$ cat config.mk
export PLATFORM = sky130hd
export DESIGN_NAME = mod_accum_stage
export DESIGN_NICKNAME = d
export VERILOG_FILES = /design/src/rtl/mod_accum_pkg.sv /design/src/rtl/mod_accum_stage_sat.sv /design/src/rtl/mod_accum_stage.sv
export SDC_FILE = /design/constraint.sdc
export NUM_CORES = 1
export LEC_CHECK = 0
export ABC_CLOCK_PERIOD_IN_PS = 5360
export CELL_PAD_IN_SITES_DETAIL_PLACEMENT = 1
export CELL_PAD_IN_SITES_GLOBAL_PLACEMENT = 1
export CORE_MARGIN = 1.5
export CORE_UTILIZATION = 45
export CTS_BUF_LIST = sky130_fd_sc_hd__clkbuf_2 sky130_fd_sc_hd__clkbuf_4 sky130_fd_sc_hd__clkbuf_8
export CTS_CLUSTER_SIZE = 25
export DETAILED_ROUTE_END_ITERATION = 12
export GPL_TIMING_DRIVEN = 0
export PLACE_DENSITY = 0.79
export SLEW_MARGIN = 25
export SYNTH_ARGS = -nofsm -noshare
export SYNTH_HDL_FRONTEND = slang
export SYNTH_HIERARCHICAL = 1
export SYNTH_SLANG_ARGS = --single-unit
$ cat constraint.sdc
create_clock -name clk -period 5.36 [get_ports clk]
set_input_delay 1.608 -clock clk [delete_from_list [all_inputs] [get_ports clk]]
set_output_delay 1.608 -clock clk [all_outputs]
set_load 0.02 [all_outputs]
$ cat src/rtl/mod_accum_pkg.sv
// Shared widths, FSM state type and the signed clamp helper
// for the accumulate-and-emit stage.
package mod_accum_pkg;

  localparam int DATA_W_DEF  = 16;
  localparam int ACC_W_DEF   = 24;
  localparam int COUNT_W_DEF = 16;

  typedef enum logic {
    S_IDLE  = 1'b0,
    S_ACCUM = 1'b1
  } state_t;

  // Returns {clamped_flag, value clamped to a dw-bit signed range}
  function automatic logic [64:0] sat_to_width(
    input logic signed [63:0] v,
    input int                 dw
  );
    logic signed [63:0] hi;
    logic signed [63:0] lo;
    hi = (64'sd1 <<< (dw - 1)) - 64'sd1;
    lo = -(64'sd1 <<< (dw - 1));
    if (v > hi) return {1'b1, hi};
    if (v < lo) return {1'b1, lo};
    return {1'b0, v};
  endfunction

endpackage

$ cat src/rtl/mod_accum_stage_sat.sv
// Combinational clamp of the wide accumulator to DATA_W,
// followed by an optional ReLU that leaves the clamp flag alone.
module mod_sat_relu
  import mod_accum_pkg::*;
#(
  parameter int DATA_W = DATA_W_DEF,
  parameter int ACC_W  = ACC_W_DEF
) (
  input  logic [ACC_W-1:0]  acc,
  input  logic              doRelu,
  output logic [DATA_W-1:0] result,
  output logic              saturated
);

  logic [63:0]       w_ext;
  logic [64:0]       w_sat;
  logic [DATA_W-1:0] w_clamp;
  logic              w_unused;

  assign w_ext     = {{(64-ACC_W){acc[ACC_W-1]}}, acc};
  assign w_sat     = sat_to_width(w_ext, DATA_W);
  assign w_clamp   = w_sat[DATA_W-1:0];
  assign saturated = w_sat[64];
  assign w_unused  = ^w_sat[63:DATA_W];

  assign result = (doRelu && w_clamp[DATA_W-1]) ? '0 : w_clamp;

endmodule

$ cat src/rtl/mod_accum_stage.sv
// Groups N signed samples onto a biased accumulator and emits one
// clamped (optionally ReLU'd) result per group, or early on flush.
module mod_accum_stage
  import mod_accum_pkg::*;
#(
  parameter int DATA_W  = DATA_W_DEF,
  parameter int ACC_W   = ACC_W_DEF,
  parameter int COUNT_W = COUNT_W_DEF
) (
  input  logic               clk,
  input  logic               rst,
  input  logic [COUNT_W-1:0] newNumAdds,
  input  logic               loadCfg,
  input  logic [DATA_W-1:0]  bias,
  input  logic               doRelu,
  input  logic               inReady,
  input  logic [DATA_W-1:0]  inValue,
  input  logic               flush,
  output logic               outReady,
  output logic [DATA_W-1:0]  result,
  output logic               saturated,
  output logic               busy
);

  state_t             r_state;
  state_t             w_next;
  logic [COUNT_W-1:0] r_n;
  logic [COUNT_W-1:0] r_cnt;
  logic [COUNT_W-1:0] w_nEff;
  logic [COUNT_W-1:0] w_cntCur;
  logic [DATA_W-1:0]  r_bias;
  logic               r_relu;
  logic [ACC_W-1:0]   r_acc;
  logic [ACC_W-1:0]   w_base;
  logic [ACC_W-1:0]   w_add;
  logic [ACC_W-1:0]   w_sum;
  logic               w_idle;
  logic               w_last;
  logic               w_emit;
  logic [DATA_W-1:0]  w_result;
  logic               w_sat;
  logic               r_outReady;
  logic [DATA_W-1:0]  r_result;
  logic               r_sat;

  assign w_idle   = (r_state == S_IDLE);
  assign w_nEff   = (r_n == '0) ? COUNT_W'(1) : r_n;
  assign w_cntCur = w_idle ? '0 : r_cnt;

  // A new group always starts from bias, never from a stale acc
  assign w_base = w_idle
    ? {{(ACC_W-DATA_W){r_bias[DATA_W-1]}}, r_bias}
    : r_acc;
  assign w_add = inReady
    ? {{(ACC_W-DATA_W){inValue[DATA_W-1]}}, inValue}
    : '0;
  assign w_sum = w_base + w_add;

  assign w_last = inReady && (w_cntCur == w_nEff - COUNT_W'(1));
  assign w_emit = w_last || (flush && (!w_idle || inReady));

  mod_sat_relu #(
    .DATA_W (DATA_W),
    .ACC_W  (ACC_W)
  ) u_sat (
    .acc       (w_sum),
    .doRelu    (r_relu),
    .result    (w_result),
    .saturated (w_sat)
  );

  always_ff @(posedge clk or posedge rst) begin
    if (rst) r_state <= S_IDLE;
    else     r_state <= w_next;
  end

  always_comb begin
    w_next = r_state;
    if (w_emit)       w_next = S_IDLE;
    else if (inReady) w_next = S_ACCUM;
  end

  always_comb begin
    busy = (r_state == S_ACCUM);
  end

  always_ff @(posedge clk or posedge rst) begin
    if (rst) begin
      r_n        <= COUNT_W'(1);
      r_bias     <= '0;
      r_relu     <= 1'b0;
      r_acc      <= '0;
      r_cnt      <= '0;
      r_outReady <= 1'b0;
      r_result   <= '0;
      r_sat      <= 1'b0;
    end else begin
      if (loadCfg && w_idle) begin
        r_n    <= newNumAdds;
        r_bias <= bias;
        r_relu <= doRelu;
      end
      if (w_emit) begin
        r_acc <= '0;
        r_cnt <= '0;
      end else if (inReady) begin
        r_acc <= w_sum;
        r_cnt <= w_cntCur + COUNT_W'(1);
      end
      r_outReady <= w_emit;
      if (w_emit) begin
        r_result <= w_result;
        r_sat    <= w_sat;
      end
    end
  end

  assign outReady  = r_outReady;
  assign result    = r_result;
  assign saturated = r_sat;

endmodule

==> metrics.txt <==
vias per cell=5.88; full die area=approximately 15000 um2; Worst-path clk slew=0.09 ns; pre-CTS WS=-2.08 ns; initial antenna violation count=0; DR vias=5490; hpwl dp=13600 um; IO buf count=72; Pwr Total=2.88 mW; # DRC=0; area occupied by multi-input gates=between 3000 and 4000 um2; sequential cell area=about 2300 um2; FFs w/ async S/R, synth=1.00; worst setup path start=inReady; initial drt markers=218; crit path DAT=about 5.5 ns; Max Freq=0.192 GHz; most frequent cells in the layout=dfrtp_1, clkdlybuf4s50_1, nor2_1, mux2_2, nand2_1; gr usage total=0.266; Worst VDD drop=0.268 mV; synthesized flop and latch total=about 90; fraction of layout cells with a size suffix above 1=0.190; ANT cells=0; CTS tree=built; CTS Hold Bufs=0; register area share after synthesis=0.369; Std-Cell Rows=42; Unique masters post-synth=65; DRT antenna net count=0; Placer Congestion=between 0.8 and 0.9; first-pass GRT wire length=30300 um; H-tree Lvls=3; worst setup path endpoint=result[12]$_DFFE_PP0P_; Area Growth Syn to Fin=23.9%; Final Cycle Share=0.972; met3 Track Usage GR=0.0348; number of fill cells=between 1000 and 1500; core area=13400 um2; latest clock arrival within the worst-skew pair=~0.40 ns; crit path launch type=primary input; FF-to-FF End=result[12]$_DFFE_PP0P_; internal power=1.76 mW; final setup fails=0; CTS Buffer Depth=2; Syn. warnings=6; Max Cap Viol=0; DR WL/cell=20.1 um; Post-synth EDFFs=0; worst hold slack=slightly above 0.5 ns; Post-Syn Area=6250 um2; Critical Path RT=5.63 ns; Seq pwr share=0.335; max-slew violation count=0; met2 Usage GRT=0.455; Sw Pwr=approximately 1.1 mW; HP Class=register to register; drt pass-1 iters=4; Syn Area/Cell=9.47 um2; Worst R2R Setup Slack=0.28 ns; Post-Place Cells=909; worst-path fanout max=19; clock share of power=0.189; Clock Skews=about 0.018 ns; Slew headroom=0.475; CTS sink cnt=92; final wirelength=18800 um; status=finished, final reports clean; Root Buffer=clkbuf_8; Die H=around 120 um; placed cell areas=just over 7000 um2; cell area after layout=about 7700 um2; min cycle time layout=5.21 ns; R2R depth=18; leakage=approximately 3.2 nW; Synth Instances=660; Logic pwr share=0.476; Setup TNS=0 ns; Syn Nets=740; Die X=121 um; Main synth FF type=dfrtp_1; RR Startpoint=busy$_DFFE_PP0P_; Starting Density=0.466; Slew @ Worst Pin=0.788 ns; final std cells w/o fill=roughly 930; Setup WS post-layout=0.149 ns; CP endpoint kind=register; largest net degree at the start of global routing=59; Power Density=approximately 370 nW/um2; Switching Share=0.387; fin nets=833; GRT Max-Usage Layer=met2; io pins=73; fin util=0.578; grt total ovfl=0; WS Path Type=primary input to register; Final Hold Fails=0; TritonCTS Buffers=9; number of global-route vias before repair=5870; grt met1 use=0.335; most common cell after layout, fill and taps aside=dfrtp_1
==> per-layer routing <==
| layer | up-vias | share of wire |
|---|---|---|
| met5 | - | 0 |
| met4 | 0 | 0.027 |
| met3 | 40 | 0.032 |
| met2 | 125 | 0.50 |
| met1 | 2759 | 0.44 |
| li1 | 2566 | - |
==> flip-flops by register name, indices dropped and copies added, names as in the netlist <==
name and count:
busy 1, outReady 1, r_acc 24, r_bias 16, r_cnt 16, r_n 16, r_relu 1, result 16
saturated 1
==> power by group through the flow <==
| stage | combinational (mW) | clock, mW | sequential (mW) |
|---|---|---|---|
| after floorplan | 0.755 | 0 | 1.03 |
| after global placement | 1.17 | 0 | 0.967 |
| after detailed placement | 1.22 | 0 | 0.978 |
| after CTS | 1.31 | 0.554 | 0.966 |
| after global routing | 1.47 | 0.574 | 0.984 |
| final | 1.37 | 0.545 | 0.965 |
==> layout make-up <==
cell class / instances / area share
Buffer: 30 / 0.0239
Clock buffer: 10 / 0.0170
Sequential cell: 92 / 0.298
Inverter: 17 / 0.00889
Multi-Input combinational cell: 519 / 0.502
Tap cell: 176 / 0.0284
Timing Repair Buffer: 84 / 0.111
Clock inverter: 6 / 0.0115
==> kinds of logic after synthesis <==
group | Yosys count | synth area share
AOI/OAI and AO/OA | 143 | 0.161
xor gates and xnor gates | 34 | 0.0476
adders and majority gates | 26 | 0.0533
buffers and inverters | 49 | 0.0362
DFF | 92 | 0.369
muxes | 87 | 0.153
and+or+nand+nor | 229 | 0.181
==> synth_stat cells (14+ instances only) <==
cell      instances  area [um2]
clkbuf_1         22        82.6
o21a_1           22         165
a21oi_1          27         135
dfrtp_1          91        2280
nor3_1           14        70.1
inv_1            16        60.1
and2_1           18         113
mux2_2           66         743
mux2i_1          21         210
o21ai_0          25         125
nand3_1          14        70.1
ha_1             25         313
nor2_1           66         248
xnor2_1          22         193
nand2_1          63         236
==> worst max-delay path: stages <==
cell and delay (ns):
clkdlybuf4s15_2 0.24, buf_8 0.17, clkbuf_4 0.24, and2_1 0.19, ha_1 0.35, a2111o_1 0.45
a41oi_1 0.24, o21a_2 0.22, o211ai_1 0.17, o22ai_1 0.20, xor2_1 0.22, inv_1 0.11
nor4_4 0.32, a21oi_4 0.14, buf_6 0.17, o21a_1 0.18, mux2_2 0.26
==> repair_timing <==
action                                  CTS  global route
setup buffers                             7             4
gates resized for setup                  33            18
endpoints found under the setup margin   28            16
pin swaps                                 8            10
==> worst min-delay path by stage <==
| stage | slack [ns] | to | startpoint | cells past startpoint |
|---|---|---|---|---|
| after floorplan | 0.48 | r_bias[0]$_DFFE_PP0P_ | r_bias[0]$_DFFE_PP0P_ | 1 |
| after global placement | 0.49 | result[7]$_DFFE_PP0P_ | result[7]$_DFFE_PP0P_ | 1 |
| after detailed placement | 0.49 | r_bias[5]$_DFFE_PP0P_ | r_bias[5]$_DFFE_PP0P_ | 1 |
| after CTS | 0.52 | r_bias[5]$_DFFE_PP0P_ | r_bias[5]$_DFFE_PP0P_ | 1 |
| after global routing | 0.53 | result[7]$_DFFE_PP0P_ | result[7]$_DFFE_PP0P_ | 1 |
| final | 0.51 | r_bias[5]$_DFFE_PP0P_ | r_bias[5]$_DFFE_PP0P_ | 1 |
No activity file was read; power rests on OpenSTA's default activity.
